===== config.mk =====
export PLATFORM = sky130hd
export DESIGN_NAME = wb_arbiter
export DESIGN_NICKNAME = d
export VERILOG_FILES = /design/src/rtl/wb_arbiter.sv
export SDC_FILE = /design/constraint.sdc
export NUM_CORES = 1
export LEC_CHECK = 0
export ABC_AREA = 1
export BUFFER_PORTS_ARGS = -buffer_cell sky130_fd_sc_hd__buf_4
export CORE_UTILIZATION = 54
export CTS_CLUSTER_SIZE = 25
export DETAILED_ROUTE_END_ITERATION = 10
export GPL_TIMING_DRIVEN = 0
export PLACE_DENSITY = 0.94
export SLEW_MARGIN = 10
export SYNTH_ARGS = -nofsm -noshare
export SYNTH_HDL_FRONTEND = slang
export SYNTH_SLANG_ARGS = --single-unit

===== constraint.sdc =====
create_clock -name clk -period 5.7 [get_ports clk]
set_input_delay 0.57 -clock clk [delete_from_list [all_inputs] [get_ports clk]]
set_output_delay 0.57 -clock clk [all_outputs]
set_load 0.02 [all_outputs]

===== src/rtl/wb_arbiter.sv =====
// Writeback arbiter: merges ALU and load-unit results into one register-file write
// port and tracks pending destinations. Define WB_ARBITER_RR_EN for round-robin arbitration.
module wb_arbiter (
  input  logic        clk,
  input  logic        rst,
  input  logic        a_valid,
  output logic        a_ready,
  input  logic [4:0]  a_reg,
  input  logic [31:0] a_dat,
  input  logic        b_valid,
  output logic        b_ready,
  input  logic [4:0]  b_reg,
  input  logic [31:0] b_dat,
  output logic        write,
  output logic [4:0]  w_reg,
  output logic [31:0] w_dat,
  input  logic        iss_valid,
  input  logic [4:0]  iss_reg,
  input  logic [4:0]  chk_reg0,
  input  logic [4:0]  chk_reg1,
  output logic        stall,
  output logic [31:0] busy
);

  logic        w_grant_a;
  logic        w_grant_b;
  logic        w_accept;
  logic        w_commit;
  logic        w_set;
  logic [4:0]  w_sel_reg;
  logic [31:0] w_sel_dat;
  logic [31:0] w_busy_next;
  logic [31:0] r_busy;

`ifdef WB_ARBITER_RR_EN
  // r_prefer_a is 1 when B was granted most recently (or after reset).
  logic r_prefer_a;

  always_ff @(posedge clk or posedge rst) begin
    if (rst) begin
      r_prefer_a <= 1'b1;
    end else if (w_accept) begin
      r_prefer_a <= w_grant_b;
    end
  end

  assign w_grant_a = a_valid && (!b_valid || r_prefer_a);
`else
  assign w_grant_a = a_valid && !b_valid;
`endif

  assign w_grant_b = b_valid && !w_grant_a;
  assign w_accept  = w_grant_a || w_grant_b;
  assign w_sel_reg = w_grant_a ? a_reg : b_reg;
  assign w_sel_dat = w_grant_a ? a_dat : b_dat;
  // Writes to r0 are accepted but never reach the register file.
  assign w_commit  = w_accept && (w_sel_reg != 5'd0);

  assign a_ready = w_grant_a;
  assign b_ready = w_grant_b;

  always_ff @(posedge clk or posedge rst) begin
    if (rst) begin
      write <= 1'b0;
      w_reg <= 5'd0;
      w_dat <= 32'd0;
    end else begin
      write <= w_commit;
      if (w_commit) begin
        w_reg <= w_sel_reg;
        w_dat <= w_sel_dat;
      end
    end
  end

  assign stall = (r_busy[chk_reg0] && (chk_reg0 != 5'd0))
              || (r_busy[chk_reg1] && (chk_reg1 != 5'd0))
              || (iss_valid && r_busy[iss_reg] && (iss_reg != 5'd0));

  assign w_set = iss_valid && !stall && (iss_reg != 5'd0);

  // Clear first, then set, so a same-edge issue of the retiring register stays busy.
  always_comb begin
    w_busy_next = r_busy;
    if (write) begin
      w_busy_next[w_reg] = 1'b0;
    end
    if (w_set) begin
      w_busy_next[iss_reg] = 1'b1;
    end
    w_busy_next[0] = 1'b0;
  end

  always_ff @(posedge clk or posedge rst) begin
    if (rst) begin
      r_busy <= 32'd0;
    end else begin
      r_busy <= w_busy_next;
    end
  end

  assign busy = r_busy;

endmodule


==> impl_metrics.csv <==
group,metric,value,unit
global_routing,grt_use_total,37.2,%
power_and_ir_drop,powerDensity,372,mW/mm^2
logic_synthesis,syn-num-nets,754,
floorplanning,rows,33,
finish,multi_input_area,0.00234,mm^2
logic_synthesis,ys_warn_count,0,
finish,largest_reg_flops,32,
global_routing,grt_overflow,0,
floorplanning,die_y,94.0,um
placed_design,place.detailed.hpwl,12000,um
sta,rsz0062_at_grt,"no",
logic_synthesis,seq_area_frac_synth,37.8,%
clock_tree,cts_buffer_depth,2,
finish,num_antenna_cells,0,
floorplanning,die_x,94.0,um
critical_path,rrSetupSlack,3.90,ns
critical_path,endpoint_kind,"primary output",
clock_tree,cts-buffers-inserted,9,
critical_path,worstSetupPathType,"in2out",
finish,nFillCells,587,
logic_synthesis,syn_area_per_cell,6.93,um^2
detailed_routing,drtIter0Drc,652,
detailed_routing,routed_via_density,5.87,
detailed_routing,dr_total_vias,5535,
finish,area_growth,34.4,%
sta,finClkSkew,0.0100,ns
detailed_routing,first_pass_iters,6,
placed_design,numPlacedInstances,927,
placed_design,portBuffers,162,
critical_path,startpoint,"iss_reg[0]",
logic_synthesis,ys_seq_elements,69,
critical_path,regToRegStartpoint,"busy[31]$_DFF_PP0_",
sta,fmax,379,MHz
detailed_routing,routedWlPerCell,16.9,um
logic_synthesis,synthCells,660,
global_routing,antenna_found_initial,0,
sta,maxSlewHeadroom,45.1,%
critical_path,cp-endpoint,"stall",
critical_path,slowest_stage,"buf_6",
sta,setup_viol,0,
clock_tree,post_cts_buffers,0,
clock_tree,cts_resized,0,
sta,timing.final.crit_share,46.3,%
critical_path,rr_worst_depth,11,
power_and_ir_drop,ir_drop,0.000182,V
critical_path,critPathRequiredTime,5.13,ns
finish,seq_area,0.00173,mm^2
clock_tree,clock-sinks,69,
floorplanning,core_area,0.00822,mm^2
logic_synthesis,synth_cell_types,27,
critical_path,reg2reg_to,"busy[31]$_DFF_PP0_",
critical_path,critical_path_arrival,2.07,ns
run,drv_cap,0,
power_and_ir_drop,leakage,3.16,nW
finish,drive_gt1_share,30.0,%
critical_path,start_kind,"input port",
clock_tree,cts_max_level,3,
finish,stdcell_count,943,
clock_tree,cts_tree,"built",
sta,finalCriticalPeriod,2.64,ns
detailed_routing,routed_wl,16000,um
clock_tree,path_clk_slew,0.08,ns
sta,maxSlewViolCount,0,
finish,final_nets,927,
critical_path,worstPathMaxFanout,10,
min_path,min_path_type,"in2async",
sta,tightest_slew,0.824,ns
logic_synthesis,syn_area,0.00457,mm^2
floorplanning,pin_count,167,
clock_tree,cts_root_buffer,"clkbuf_8",
global_routing,grt_pass1_wl,24900,um
global_routing,grt_pass1_vias,5318,
clock_tree,clk_latency,0.36,ns
critical_path,critPathMostFrequentCell,"nand2_1",
critical_path,crit_chain,"buf_4 > nand2_2 > buf_6 > nor2_1 > a21oi_1 > nand2_1 > nand2_1 > nand2_1 > nor2_1 > nand2_1 > nand2_2 > buf_6 > nand2_1 > buf_4",
critical_path,cpPeakStageDelay,0.17,ns
sta,fin_setup_tns,0,ns
placed_design,routabilityCongestion,0.932,
run_status,outcome,"complete, no violations",
floorplanning,initial_core_util,55.6,%
detailed_routing,ant_nets,0,
clock_tree,postCtsHoldBufs,0,
detailed_routing,drc,0,
sta,hold_viol_final,0,
floorplanning,die-area,0.00884,mm^2
global_routing,grt_max_degree,70,
## through the flow
stage / power [mW] / util (%) / setup slack [ns] / area, um^2 / hold WS, ns
final: 2.28 / 74.8 / 3.06 / 6150 / 0.382
after floorplan: 1.34 / - / 3.39 / 4570 / 0.584
after detailed placement: 1.80 / 72.1 / 3.10 / 5920 / 0.471
after global placement: 1.76 / 72.0 / 2.70 / 5920 / 0.467
after global routing: 2.40 / 74.8 / 2.89 / 6150 / 0.454
after CTS: 2.25 / 74.8 / 3.08 / 6150 / 0.416
## cell type report
| cell class | count | share of cell area [%] |
|---|---|---|
| Timing Repair Buffer | 162 | 19.8 |
| Inverter | 60 | 3.75 |
| Clock inverter | 6 | 1.40 |
| Buffer | 34 | 4.54 |
| Clock buffer | 10 | 2.24 |
| Multi-Input combinational cell | 497 | 38.0 |
| Tap cell | 105 | 2.14 |
| Sequential cell | 69 | 28.1 |
## Yosys cell counts
library cell,count,area share [%]
buf_2,4,0.44
or2_0,1,0.14
nor2_1,43,3.5
clkbuf_1,6,0.49
o21ai_2,1,0.19
inv_1,54,4.4
a31oi_1,1,0.14
o21ai_0,37,4.1
buf_4,7,1.1
mux2i_1,2,0.44
nand3_1,50,5.5
or2_2,32,4.4
inv_4,1,0.14
buf_6,16,3.9
nor2_2,1,0.14
nor3_1,8,0.88
nand2_2,4,0.55
a21oi_1,4,0.44
dfrtp_1,69,38
conb_1,1,0.082
inv_2,5,0.41
o21ai_1,3,0.33
nor2_4,1,0.25
nand4_1,38,5.2
o211ai_1,34,5.6
nand2_1,236,19
buf_1,1,0.082
## worst min path at each step
stage / start / end / slack [ns] / cells after the start
final: rst / w_dat[20]$_DFFE_PP0P_ / 0.38 / 2
after global routing: rst / w_dat[23]$_DFFE_PP0P_ / 0.45 / 2
after CTS: rst / w_dat[15]$_DFFE_PP0P_ / 0.42 / 2
after detailed placement: w_dat[14]$_DFFE_PP0P_ / w_dat[14]$_DFFE_PP0P_ / 0.47 / 2
after global placement: w_dat[19]$_DFFE_PP0P_ / w_dat[19]$_DFFE_PP0P_ / 0.47 / 2
after floorplan: w_dat[12]$_DFFE_PP0P_ / w_dat[12]$_DFFE_PP0P_ / 0.58 / 2
## cell usage in the layout (no fill, tap or decap)
| master | count |
|---|---|
| a21oi_1 | 4 |
| a31oi_1 | 1 |
| buf_1 | 1 |
| buf_2 | 4 |
| buf_4 | 169 |
| buf_6 | 16 |
| bufinv_16 | 2 |
| clkbuf_1 | 6 |
| clkbuf_8 | 10 |
| clkinv_2 | 2 |
| clkinv_4 | 1 |
| clkinvlp_4 | 1 |
| conb_1 | 1 |
| dfrtp_1 | 69 |
| inv_1 | 53 |
| inv_2 | 5 |
| inv_4 | 2 |
| mux2i_1 | 2 |
| nand2_1 | 236 |
| nand2_2 | 4 |
| nand3_1 | 50 |
| nand4_1 | 38 |
| nor2_1 | 43 |
| nor2_2 | 1 |
| nor2_4 | 1 |
| nor3_1 | 8 |
| o211ai_1 | 34 |
| o21ai_0 | 37 |
| o21ai_1 | 3 |
| o21ai_2 | 1 |
| or2_0 | 1 |
| or2_2 | 32 |
## critical path, delay by kind of cell
kind	cells	cell delay (ns)
buf+inv	4	0.60
compound gates	1	0.11
simple gates	9	0.79
## power by group
part           switching (mW)  leakage (nW)  internal (mW)  total, mW
sequential              0.197         0.822          0.631      0.828
combinational           0.595          2.22          0.403      0.999
clock                   0.200         0.112          0.257      0.457
## cells by family after synthesis
| logic type | after synthesis | synth area share (%) |
|---|---|---|
| multiplexers | 2 | 0.438 |
| buffers and inverters | 94 | 11.1 |
| other | 1 | 0.0820 |
| AO/OA/AOI/OAI | 80 | 10.7 |
| AND/OR/NAND/NOR | 414 | 39.9 |
| flip-flops | 69 | 37.8 |
## layer usage
layer | vias to the layer above | routed length (um) | track usage [%]
met5 | - | 0 | 0
met4 | 0 | 898 | 22.6
met3 | 108 | 1470 | 7.44
met2 | 406 | 7910 | 64.7
met1 | 2525 | 5670 | 41.9
li1 | 2496 | - | -
No activity file was read; power rests on OpenSTA's default activity.
